--- src/rtl/ahb_slave_data_phase.sv ---
`default_nettype none
// ============================================================================
// ahb_slave_data_phase: AHB register-slave data-phase controller and storage.
// Optional wait states are enabled by defining AHB_WAIT_STATE_EN.
// Revision: 1.0
// ============================================================================
module ahb_slave_data_phase #(
  parameter int DATA_WIDTH  = 32,
  parameter int WAIT_CYCLES = 2
) (
  input  logic                    hclk,
  input  logic                    hresetn,
  input  logic                    hsel_x,
  input  logic                    hready,
  input  logic [1:0]              htrans,
  input  logic                    hwrite,
  input  logic [DATA_WIDTH-1:0]   hwdata,
  input  logic [1:0]              write_select,
  input  logic [1:0]              read_select,
  input  logic                    hresp_dec,
  output logic                    hreadyout,
  output logic                    hresp,
  output logic [DATA_WIDTH-1:0]   hrdata,
  output logic [2*DATA_WIDTH-1:0] payload_out,
  output logic [DATA_WIDTH-1:0]   data_size_out,
  output logic                    payload_valid,
  output logic [7:0]              err_count
);

  typedef enum logic [2:0] {
    IDLE = 3'd0,
    DATA = 3'd1,
`ifdef AHB_WAIT_STATE_EN
    WAIT = 3'd2,
`endif
    ERR1 = 3'd3,
    ERR2 = 3'd4
  } state_t;

  state_t                state, next_state;
  logic                  accept;
  logic                  lat_write;
  logic [1:0]            lat_wsel;
  logic [1:0]            lat_rsel;
  logic                  write_en;
  logic                  read_phase;
  logic [DATA_WIDTH-1:0] payload_lo, payload_hi, data_size;

  assign accept   = hsel_x & hready & htrans[1];
  assign write_en = (state == DATA) & lat_write;

`ifdef AHB_WAIT_STATE_EN
  localparam logic [3:0] WAIT_LOAD = 4'(WAIT_CYCLES);
  localparam state_t     OKAY_TARGET = WAIT;
  logic [3:0] wait_cnt;

  always_ff @(posedge hclk or negedge hresetn) begin
    if (!hresetn) begin
      wait_cnt <= 4'd0;
    end else if (accept && !hresp_dec) begin
      wait_cnt <= WAIT_LOAD;
    end else if (state == WAIT) begin
      wait_cnt <= wait_cnt - 4'd1;
    end
  end

  assign read_phase = ((state == DATA) || (state == WAIT)) && !lat_write;
`else
  localparam state_t OKAY_TARGET = DATA;
  assign read_phase = (state == DATA) && !lat_write;
`endif

  always_ff @(posedge hclk or negedge hresetn) begin
    if (!hresetn) begin
      state     <= IDLE;
      lat_write <= 1'b0;
      lat_wsel  <= 2'd0;
      lat_rsel  <= 2'd0;
    end else begin
      state <= next_state;
      if (accept) begin
        lat_write <= hwrite;
        lat_wsel  <= write_select;
        lat_rsel  <= read_select;
      end
    end
  end

  always_comb begin
    next_state = IDLE;
    hreadyout  = 1'b1;
    hresp      = 1'b0;
    case (state)
      ERR1: begin
        next_state = ERR2;
        hreadyout  = 1'b0;
        hresp      = 1'b1;
      end
`ifdef AHB_WAIT_STATE_EN
      WAIT: begin
        next_state = (wait_cnt == 4'd1) ? DATA : WAIT;
        hreadyout  = 1'b0;
      end
`endif
      default: begin
        // IDLE, DATA and ERR2 can all accept a new address phase
        hresp = (state == ERR2);
        if (accept) next_state = hresp_dec ? ERR1 : OKAY_TARGET;
      end
    endcase
  end

  always_ff @(posedge hclk or negedge hresetn) begin
    if (!hresetn) begin
      payload_lo    <= '0;
      payload_hi    <= '0;
      data_size     <= '0;
      payload_valid <= 1'b0;
      err_count     <= 8'd0;
    end else begin
      payload_valid <= write_en && (lat_wsel == 2'd1);
      if (write_en) begin
        case (lat_wsel)
          2'd0:    payload_lo <= hwdata;
          2'd1:    payload_hi <= hwdata;
          2'd2:    data_size  <= hwdata;
          default: ;
        endcase
      end
      if ((next_state == ERR1) && (state != ERR1) && (err_count != 8'hFF))
        err_count <= err_count + 8'd1;
    end
  end

  always_comb begin
    hrdata = '0;
    if (read_phase) begin
      case (lat_rsel)
        2'd0:    hrdata = {{(DATA_WIDTH-8){1'b0}}, err_count};
        2'd1:    hrdata = payload_lo;
        2'd2:    hrdata = payload_hi;
        default: hrdata = data_size;
      endcase
    end
  end

  assign payload_out   = {payload_hi, payload_lo};
  assign data_size_out = data_size;

endmodule
`default_nettype wire

--- config.mk ---
export PLATFORM = sky130hd
export DESIGN_NAME = ahb_slave_data_phase
export DESIGN_NICKNAME = d
export VERILOG_FILES = /design/src/rtl/ahb_slave_data_phase.sv
export SDC_FILE = /design/constraint.sdc
export NUM_CORES = 1
export LEC_CHECK = 0
export BUFFER_PORTS_ARGS = -buffer_cell sky130_fd_sc_hd__buf_2
export CAP_MARGIN = 20
export CORE_ASPECT_RATIO = 1.25
export CORE_UTILIZATION = 45
export CTS_CLUSTER_DIAMETER = 100
export DETAILED_ROUTE_END_ITERATION = 8
export HOLD_SLACK_MARGIN = 0.02
export PLACE_DENSITY = 0.73
export SLEW_MARGIN = 20
export SYNTH_ARGS = -nofsm -noshare
export SYNTH_HDL_FRONTEND = slang
export SYNTH_SLANG_ARGS = --single-unit
--- constraint.sdc ---
create_clock -name hclk -period 4 [get_ports hclk]
set_clock_uncertainty 0.2 [all_clocks]
set_input_delay 0.4 -clock hclk [delete_from_list [all_inputs] [get_ports hclk]]
set_output_delay 0.4 -clock hclk [all_outputs]
set_load 0.02 [all_outputs]
# == Word-level counts from Yosys, hierarchy flattened ==
# Index checks and enable logic that the tools add are counted.
# Widths: inputs -> output; s select.
# op_classes
eq_ne,10
muxes,7
n_bitwise,3
add_sub_neg,1
n_reduce_logical,10
# op_table
op,n
$pmux 32 s3,1
$mux 32,1
$add 8x1->8 const B,1
$ne 8x8->1 const B,1
$eq 3x2->1 const B,2
$reduce_and 2->1,3
$eq 2x1->1 const B,2
$eq 2x2->1 const B,2
$logic_and 1x1->1,4
$logic_not 2->1,2
$mux 2,2
$and 1x1->1,3
$eq 3x1->1 const B,1
$eq 3x3->1 const B,1
$mux 3,1
$ne 3x2->1 const B,1
$mux 1,2
$logic_not 1->1,1
# totals
output_inout_bits,139
wordCells,40
reg_bits,113
inputBits,44

# == Logic depth before layout (Yosys ltp) ==
# logic_depth
word_depth,7
depth_mapped,6
depth_no_buf,6

# == Worst setup path before layout ==
# No wires, ideal clock.
# synth_path
path_kind,register to output
start,register state[1]
end,output hrdata[2]
arrival_time_ns,1.479
slack_ns,1.921
stages_incl_launch_ff,5
t_required_ns,3.400
n_path_buf,2
cell_sequence,dfrtp_1 -> or4b_1 -> buf_2 -> buf_6 -> nor2b_1
# synth_between
elab_chain_len,3
# synth_rtl
item,line_no,rtl
start: declaration,40,"state_t state, next_state;"
start signal: assignment,80,state <= next_state;
$eq 3x1->1,70,assign read_phase = (state == DATA) && !lat_write;
$logic_and 1x1->1,70,
$mux 32,137,if (read_phase) begin
end: declaration,23,"output logic [DATA_WIDTH-1:0] hrdata,"
# No other way between the ends.

# == Worst setup path after layout ==
# layout_path
start,register lat_rsel[0]
end,output hrdata[11]
# layout_between
elab_chain_len,3
elab_cells_between_ends,5
cone_classes,eq/ne (2); mux (2); reduce/logical (1)
# layout_rtl
item,line_no,rtl
start: declaration,44,logic [1:0] lat_rsel;
start signal: assignment,84,lat_rsel <= read_select;
$eq 2x2->1 (tied with other cells),138,case (lat_rsel)
$pmux 32 s3 (*),138,
$mux 32 (*),137,
# Every way passes the cells marked *; elsewhere a longest branch is shown, timed or not.

==> results.txt <==
Die area -> 12600 µm²
Count of endpoints failing setup in the final report -> 0
Placed instance count -> 693
Die Wd -> 100 µm
Total of hold buffers inserted after clock tree synthesis -> 6
Portion of total power attributed to the clock network -> 29.4%
Sequential element share of the synthesized area -> 51.9%
CTS tree -> done
Least setup slack across all paths after layout -> 0.879 ns
Total I/O pin count -> 183
Reported net switching power -> 1.85 mW
Insertion delay of the later-clocked pin in the worst-skew pair -> 0.41 ns
Post-route worst hold slack -> 0.0492 ns
Worst Setup Start Kind -> register
Final net count -> 602
Synth-to-layout area growth -> 30.4%
Endpoint type of the worst setup path -> primary output
Number of buffers added by the clock tree synthesis step -> 17
Routed wire length -> 13.6 mm
Final Critical Period -> 3.12 ns
Final-report max-slew violation count -> 0
CP Buf/Inv Count -> 2
Placeable Area -> 11700 µm²
Path type of the worst min-delay path -> input pin to register
Setup TNS -> 0 ns
Number of nets still failing antenna checks after routing -> 0
Placed cell areas -> 6420 µm²
Most frequent cells after synthesis -> sky130_fd_sc_hd__dfrtp_1 (113), sky130_fd_sc_hd__mux2_2 (67), sky130_fd_sc_hd__mux2_4 (59)
Vias after detailed routing -> 3869
Top area cells in the synthesized netlist -> sky130_fd_sc_hd__dfrtp_1 (52%), sky130_fd_sc_hd__mux2_4 (16%), sky130_fd_sc_hd__mux2_2 (14%)
Share of final-layout standard cells stronger than drive strength 1 -> 63.5%
Number of flops mapped to enable cells by yosys -> 0
Number of non-filler instances in the completed layout -> 731
Wire length of the first global-routing pass -> 21.9 mm
Number of violations reported at the end of detailed-routing iteration 0 -> 133
Most repeated cell in the gate-level netlist after synthesis -> sky130_fd_sc_hd__dfrtp_1
Antenna violations before repair -> 0
Req. time, crit path -> 3.40 ns
DRT Pass-1 Iters -> 4
Family with the most delay on the worst path -> flip-flops
Library cell occupying the most area in the post-synthesis netlist -> sky130_fd_sc_hd__dfrtp_1
Arrival time reported for the critical path endpoint -> 2.52 ns
Die height -> 125 µm
Detailed placer's ending HPWL -> 8.98 mm
Via count normalized by instance count -> 5.29
Synth warn -> 0
Maximum Capacitance Violations -> 0
Netlist area before placement -> 5450 µm²
Result of the run -> completed
Buffers on Ports -> 181
Worst max-slew margin expressed relative to the limit -> 36.9%
Power density over the cells -> 758 nW/µm²
Final global-route overflow total -> 0
H-tree lvl count -> 4
Yosys top cell area share -> 51.9%
Buffer count from post-CTS setup fixing -> 0
Setup CP Type -> register to primary output
Highest fanout seen on the critical path -> 34
Tightest Pin Transition -> 0.946 ns
Final hold violations -> 0
Overall routing resource usage -> 22.9%
Reg-to-reg setup timing slack -> 1.70 ns
Flop and latch count out of synthesis -> 113
Mapped Avg Cell Area -> 14.8 µm²
Power Total -> 5.39 mW
Worst r2r src -> state[2]$_DFF_PN0_
Drt wl/cell -> 18.6 µm
Share of the clock period used by the worst path after layout -> 78.0%
End of the worst hold path -> payload_hi[23]$_DFFE_PN0P_
Clock buffer depth -> 2
Final core area utilization -> 60.6%
Critical path's slowest cell -> sky130_fd_sc_hd__dfrtp_2
Sequential share of power -> 35.9%
Combinational share of power -> 34.6%
Synthesized netlist net count -> 413
Number of stages on the worst hold path -> 2
Number of global-route vias before repair -> 4142
Master cell of the clock root buffer -> sky130_fd_sc_hd__clkbuf_16
Delay of the slowest cell on the worst path -> 0.98 ns
Worst-case reg-to-reg path depth -> 5
Summed area of non-filler cells in the final layout -> 7110 µm²
Number of standard-cell rows in the floorplan -> 44
Most frequently used flop master after synthesis -> sky130_fd_sc_hd__dfrtp_1
Maximum vdd drop -> 0.411 mV
Cell internal pwr -> 3.54 mW
Worst setup timing slack at the placement stage -> 1.31 ns
RSZ-0062 raised after global routing -> no
Largest net degree at the start of global routing -> 57
Clk slew on worst S/H paths -> 0.06 ns
Diodes inserted -> 0
Max Clk Rate -> 320 MHz
CTS-repair resized insts -> 0
Number of cells produced by synthesis -> 368
Reg2Reg Capture Point -> payload_hi[0]$_DFFE_PN0P_
Leakage power summed over all cells -> 3.65 nW
Netlist cell types -> 30
Worst hold start -> hwdata[23]
Number of DRC violations after detailed routing -> 0
Placer Congestion -> 0.756
Synth async-reset ratio -> 100%
Share of total power consumed by net switching -> 34.3%
List of cells traversed by the critical path -> nor2b_2 > buf_4 > a22oi_1 > nor2_1 > buf_2
Initial Utilization -> 46.5%
Sink count of the clock tree -> 113
-- registers in the layout, summed over array words and instances, names as in the netlist --
| register | count |
|---|---|
| payload_valid | 1 |
| payload_lo | 32 |
| err_count | 8 |
| state | 3 |
| lat_write | 1 |
| lat_wsel | 2 |
| data_size_out | 32 |
| lat_rsel | 2 |
| payload_hi | 32 |
-- metal layers --
metal  vias to the layer above  track usage (%)  share of wire [%]
met3                        20             6.26                5.6
met5                         -                0                  0
met2                       140             39.4                 52
met4                         0             9.63                2.0
met1                      2000             26.6                 41
li1                       1709                -                  -
-- worst reg2reg max path, delay by kind of cell, from the launching register on --
family / cells / cell delay, ns
AND/OR/NAND/NOR: 3 / 0.76
flip-flops: 1 / 0.38
multiplexers: 1 / 0.39
buffers and inverters: 1 / 0.47
-- area by class of cell --
cell class | count | area [µm²]
Clock buffer | 22 | 464
Clock inverter | 10 | 159
Fill cell | 963 | 4620
Inverter | 3 | 11.3
Multi-Input combinational cell | 227 | 2410
Sequential cell | 113 | 2830
Tap cell | 161 | 201
Timing Repair Buffer | 195 | 1030
-- how the worst max path moves through the flow --
stage	depth (start not counted)	slack [ns]	startpoint	to
6_report	5	0.88	lat_rsel[0]$_DFFE_PN0N_	hrdata[11]
3_3_place_gp	5	1.31	lat_rsel[0]$_DFFE_PN0N_	hrdata[8]
5_1_grt	5	0.75	lat_rsel[0]$_DFFE_PN0N_	hrdata[29]
4_1_cts	5	0.85	lat_rsel[0]$_DFFE_PN0N_	hrdata[8]
2_1_floorplan	4	1.92	state[1]$_DFF_PN0_	hrdata[2]
3_5_place_dp	5	1.31	lat_rsel[0]$_DFFE_PN0N_	hrdata[8]
-- kinds of logic after synthesis --
group | after synthesis | share of synthesized area [%]
AO/OA/AOI/OAI | 26 | 3.67
adder cells (fa/ha/maj) | 1 | 0.230
buffers and inverters | 28 | 3.86
flip-flops | 113 | 51.9
AND/OR/NAND/NOR | 59 | 5.81
multiplexers | 134 | 33.4
XOR/XNOR | 7 | 1.13
-- power by group through the flow --
stage	sequential (mW)	clock [mW]	combinational, mW
after global routing	1.99	1.66	1.99
final	1.94	1.58	1.87
after global placement	1.91	0	1.83
after detailed placement	1.95	0	1.87
after CTS	1.94	1.61	1.88
after floorplan	2.31	0	0.847
-- cells in the final DEF, fill, tap and decap left out, types with 3 or more instances in the layout --
cell type and instances:
sky130_fd_sc_hd__buf_2 180, sky130_fd_sc_hd__dfrtp_1 111, sky130_fd_sc_hd__mux2_2 67, sky130_fd_sc_hd__mux2_4 59
sky130_fd_sc_hd__nor2_1 30, sky130_fd_sc_hd__a22oi_1 24, sky130_fd_sc_hd__clkbuf_16 17, sky130_fd_sc_hd__buf_4 9
sky130_fd_sc_hd__mux4_2 8, sky130_fd_sc_hd__nor2b_1 8, sky130_fd_sc_hd__xor2_1 6, sky130_fd_sc_hd__dlygate4sd3_1 6
sky130_fd_sc_hd__nand3_1 4, sky130_fd_sc_hd__bufinv_16 4, sky130_fd_sc_hd__nand2_1 3, sky130_fd_sc_hd__inv_1 3
sky130_fd_sc_hd__nor3_1 3, sky130_fd_sc_hd__clkinv_2 3, sky130_fd_sc_hd__clkbuf_1 3
No activity file was read; power rests on OpenSTA's default activity.
